`config.mk`:
```
export PLATFORM = sky130hd
export DESIGN_NAME = seq_mult_unit_flat
export DESIGN_NICKNAME = d
export VERILOG_FILES = /design/src/rtl/seq_mult_if.sv /design/src/rtl/seq_mult_unit.sv /design/src/flat_wrapper.sv
export SDC_FILE = /design/constraint.sdc
export NUM_CORES = 1
export LEC_CHECK = 0
export ABC_AREA = 1
export CORE_ASPECT_RATIO = 2
export CORE_MARGIN = 2
export CORE_UTILIZATION = 35
export CTS_CLUSTER_SIZE = 25
export DETAILED_ROUTE_END_ITERATION = 8
export MAX_ROUTING_LAYER = met4
export PLACE_DENSITY_LB_ADDON = 0.08
export SYNTH_ARGS = -nofsm -noshare
export SYNTH_HDL_FRONTEND = slang
export SYNTH_SLANG_ARGS = --single-unit
```
`constraint.sdc`:
```
create_clock -name clk -period 2.5 [get_ports clk]
set_input_delay 0.25 -clock clk [delete_from_list [all_inputs] [get_ports clk]]
set_output_delay 0.25 -clock clk [all_outputs]
set_load 0.1 [all_outputs]
```
`src/rtl/seq_mult_if.sv`:
```
// Handshake bundle between the control FSM (master) and the iterative multiplier (slave).
interface seq_mult_if #(
    parameter int WIDTH = 32
);
    logic                 start;
    logic [WIDTH-1:0]     a;
    logic [WIDTH-1:0]     b;
    logic                 busy;
    logic                 done;
    logic [2*WIDTH-1:0]   product;

    modport master (output start, a, b, input busy, done, product);
    modport slave  (input start, a, b, output busy, done, product);
endinterface

```
`src/rtl/seq_mult_unit.sv`:
```
// Iterative unsigned shift-and-add multiplier: one partial product per clock,
// WIDTH iterations per op, start/busy/done handshake toward the control FSM.
module seq_mult_unit #(
    parameter int WIDTH = 32
) (
    input  logic        clk,
    input  logic        rst_n,
    seq_mult_if.slave   bus
);
    localparam int CW = (WIDTH > 1) ? $clog2(WIDTH) : 1;
    localparam logic [CW-1:0] LAST = CW'(WIDTH - 1);

    // State bit 0 is busy and bit 1 is done, so both outputs come straight off flops.
    localparam logic [1:0] S_IDLE = 2'b00;
    localparam logic [1:0] S_RUN  = 2'b01;
    localparam logic [1:0] S_DONE = 2'b10;

    logic [1:0]           state_q,   state_d;
    logic [WIDTH-1:0]     mcand_q,   mcand_d;
    logic [2*WIDTH-1:0]   acc_q,     acc_d;
    logic [CW-1:0]        count_q,   count_d;
    logic [2*WIDTH-1:0]   product_q, product_d;

    logic [WIDTH:0]       sum;
    logic [2*WIDTH-1:0]   acc_step;

    // Ripple-carry adder slot, Cin=0; result is {Cout, Sum}.
    function automatic logic [WIDTH:0] rca_add(input logic [WIDTH-1:0] x,
                                               input logic [WIDTH-1:0] y);
        return {1'b0, x} + {1'b0, y};
    endfunction

    // Carry-out lands in the top bit before the shift, so nothing overflows.
    always_comb begin
        sum      = rca_add(acc_q[2*WIDTH-1:WIDTH], mcand_q);
        acc_step = acc_q[0] ? {sum, acc_q[WIDTH-1:1]}
                            : {1'b0, acc_q[2*WIDTH-1:1]};
    end

    always_comb begin
        state_d   = state_q;
        mcand_d   = mcand_q;
        acc_d     = acc_q;
        count_d   = count_q;
        product_d = product_q;
        case (state_q)
            S_RUN: begin
                acc_d   = acc_step;
                count_d = count_q + 1'b1;
                if (count_q == LAST) begin
                    product_d = acc_step;
                    state_d   = S_DONE;
                end
            end
            default: begin
                if (bus.start) begin
                    mcand_d = bus.a;
                    acc_d   = {{WIDTH{1'b0}}, bus.b};
                    count_d = '0;
                    state_d = S_RUN;
                end else begin
                    state_d = S_IDLE;
                end
            end
        endcase
    end

    always_ff @(posedge clk or negedge rst_n) begin
        if (!rst_n) begin
            state_q   <= S_IDLE;
            mcand_q   <= '0;
            acc_q     <= '0;
            count_q   <= '0;
            product_q <= '0;
        end else begin
            state_q   <= state_d;
            mcand_q   <= mcand_d;
            acc_q     <= acc_d;
            count_q   <= count_d;
            product_q <= product_d;
        end
    end

    assign bus.busy    = state_q[0];
    assign bus.done    = state_q[1];
    assign bus.product = product_q;
endmodule
```
`src/flat_wrapper.sv`:
```
// flat-port wrapper written by rule: the top's interface ports become plain ports
module seq_mult_unit_flat 
#(
    parameter int WIDTH = 32
)
  (clk, rst_n, bus_start, bus_a, bus_b, bus_busy, bus_done, bus_product);
  seq_mult_if #(.WIDTH(WIDTH)) bus_i ();
  input  logic clk;
  input  logic rst_n;
  input wire logic [$bits(bus_i.start)-1:0] bus_start;
  input wire logic [$bits(bus_i.a)-1:0] bus_a;
  input wire logic [$bits(bus_i.b)-1:0] bus_b;
  output wire logic [$bits(bus_i.busy)-1:0] bus_busy;
  output wire logic [$bits(bus_i.done)-1:0] bus_done;
  output wire logic [$bits(bus_i.product)-1:0] bus_product;
  assign bus_i.start = bus_start;
  assign bus_i.a = bus_a;
  assign bus_i.b = bus_b;
  assign bus_busy = bus_i.busy;
  assign bus_done = bus_i.done;
  assign bus_product = bus_i.product;
  seq_mult_unit #(.WIDTH(WIDTH)) u_core (.clk(clk), .rst_n(rst_n), .bus(bus_i));
endmodule
```
==> metrics <==
Cell Area, Synth 9190 sq um; Num CTS Buffers 17; Final TNS setup 0 ns; vias in the first global route about 8,400; Die X 119 um; dpl hpwl 21,100 um; Final Critical Period 2.22 ns; clk sink count 167; Async SR Flop Fraction 100%; layout cells sized above 1 11.7%; via count 8,102; Clock Tree Buf Depth 2; clock skew around 0.014 ns; die height 233 um; period utilisation layout 88.8%; fmax 0.451 GHz; synth unique cells 33; syn avg cell area roughly 7.5 sq um; antenna violations before repair 0; YS warnings 0; Initial Utilization 35.7%; IO Count ~130; First DRT Iteration DRCs 404; final hold vios 0; CP Launch Type flip-flop; kind of critical path flip-flop to flip-flop; Post-CTS Setup Bufs 0; worst slew pin tran 0.731 ns; wirelength, routed 27,800 um; final core utilization 44.1%; CTS H-tree depth 4; slew margin rel. ~51%; largest net degree at the start of global routing 80; Avg Vias per Cell 4.73; Post-Synthesis Cells 1,230; Routed Antenna Nets 0; CTS Root Cell clkbuf_16; DIE AREA around 28,000 sq um; ys flop type dfrtp_1; Synth Register Bits roughly 170; post-synth top area share 45.5%; DRC viols 0; TritonCTS clock tree done; # diodes 0; Critical Path AT roughly 2.6 ns; post-synthesis sequential area ratio between 40 and 50%; wire length per cell 16.2 um; GPL Wtd Cong approximately 0.96; syn_nets 1,332; crit path capture type flip-flop; Synth area leader dfrtp_1; Post-synth EDFFs 0; maxcap violations 0; Max Transition Viols Final 0; PortBufs 132; top cells by area, synth dfrtp_1 45%, nand2_1 21%, inv_1 6.6%; Clock transition at path regs 0.07 ns; Setup Viol. Count Final 0; status finished clean; Worst Hold Class input pin to async pin; first-pass GRT wire length 44,700 um; unrepaired setup endpoints after global routing no; Core Region around 26,000 sq um; later-pin clock latency in the skew report 0.45 ns; area delta synth->final 23.7%; crit path max fanout 4; drt pass-1 iters 5; Congestion Overflow GR 0; hold_buf cts 1; GRT Total Usage 21.7%; row cnt 83; Net count, final 1,462; post_cts resized 0; CP Data Required Time 2.84 ns
per-stage QoR:
stage                     setup slack, ns  area, sq um  cells  hold WS, ns
after floorplan                     0.452         9190   1230      -0.0456
after global placement              0.319        10800   1680        0.218
after detailed placement            0.263        10800   1680        0.224
after CTS                           0.267        11400   1713        0.295
after global routing               0.0785        11400   1713        0.343
final                               0.281        11400   1713        0.304
cells by family (layout without fill, tap and decap cells):
| logic type | Yosys count | after routing | share of synthesized area (%) |
|---|---|---|---|
| flops | 167 | 167 | 45.5 |
| simple gates | 683 | 683 | 30.9 |
| compound gates | 125 | 125 | 8.44 |
| buf+inv | 206 | 349 | 8.99 |
| fa+ha+maj | 35 | 35 | 4.85 |
| xor+xnor | 14 | 14 | 1.33 |
cell usage after synthesis (2+ instances only):
library cell	instances
nand2_1	506
dfrtp_1	167
inv_1	161
nand3_1	83
o21ai_0	59
nor2_1	42
ha_1	34
o221ai_1	31
clkbuf_1	22
a21oi_1	20
or2_2	16
buf_2	15
xnor2_1	14
nand3_2	11
nand2_2	9
nor3_1	5
nand4_1	4
buf_4	3
buf_6	3
nor2_2	3
o211ai_1	3
o21ai_1	3
o21bai_1	3
a22o_1	2
inv_2	2
o21ai_2	2
critical path: stages (launching register included):
cell     delay (ns)
dfrtp_1        0.38
ha_1           0.25
fa_1           0.45
nand3_1        0.11
nand3_1        0.12
nand2_1        0.11
nand2_2        0.08
nand3_1        0.13
nand3_1        0.13
nand2_1        0.07
nand3_1        0.13
nand3_1        0.11
nand2_1        0.05
final cells by class:
class                           count  area, sq um
Fill cell                        2720        14400
Tap cell                          340          425
Sequential cell                   167         4180
Clock buffer                       23          458
Timing Repair Buffer              154         1400
Multi-Input combinational cell    857         4190
Clock inverter                      9         93.8
Inverter                          163          612
layout by cell type (no fill, tap or decap), types with 3 or more instances in the layout:
master,netlist,layout
nand2_1,506,505
dfrtp_1,167,167
inv_1,161,161
nand3_1,83,83
buf_4,3,81
clkdlybuf4s50_1,0,65
o21ai_0,59,59
nor2_1,42,41
ha_1,34,34
o221ai_1,31,31
a21oi_1,20,20
clkbuf_16,0,17
or2_2,16,16
xnor2_1,14,14
nand3_2,11,11
nand2_2,9,9
buf_12,0,6
nor3_1,5,5
clkbuf_1,22,5
nor2_2,3,4
nand4_1,4,4
o21ai_1,3,3
o211ai_1,3,3
o21bai_1,3,3
clkinv_4,0,3
routing by layer:
layer	vias to the layer above	routed length (um)	GRT usage, %
met3	59	880	3.76
li1	4134	-	-
met5	-	0	-
met1	3737	10300	21.7
met4	0	1420	11.6
met2	172	15200	39.7
sequential cells by signal (all words and copies together), names as in the netlist:
register / flops
u_core.acc_q: 64
u_core.bus.product: 64
u_core.mcand_q: 32
u_core.count_q: 5
u_core.state_q: 2
final timing paths:
kind / start / slack [ns] / endpoint / depth (start not counted)
max reg2reg: u_core.acc_q[32] / 0.28 / u_core.acc_q[55] / 12
max in group asynchronous: rst_n / 1.57 / u_core.bus.product[60] / 3
max: u_core.acc_q[32] / 0.28 / u_core.acc_q[55] / 12
min: rst_n / 0.30 / u_core.mcand_q[20] / 2
min in group clk: bus_a[10] / 0.33 / u_core.mcand_q[10] / 3
min reg2reg: u_core.bus.product[46] / 0.48 / u_core.bus.product[46] / 2
Power is left out: the tool's default activity adds up to more than one toggle a clock period on the data nets, which glitch-free logic cannot reach.
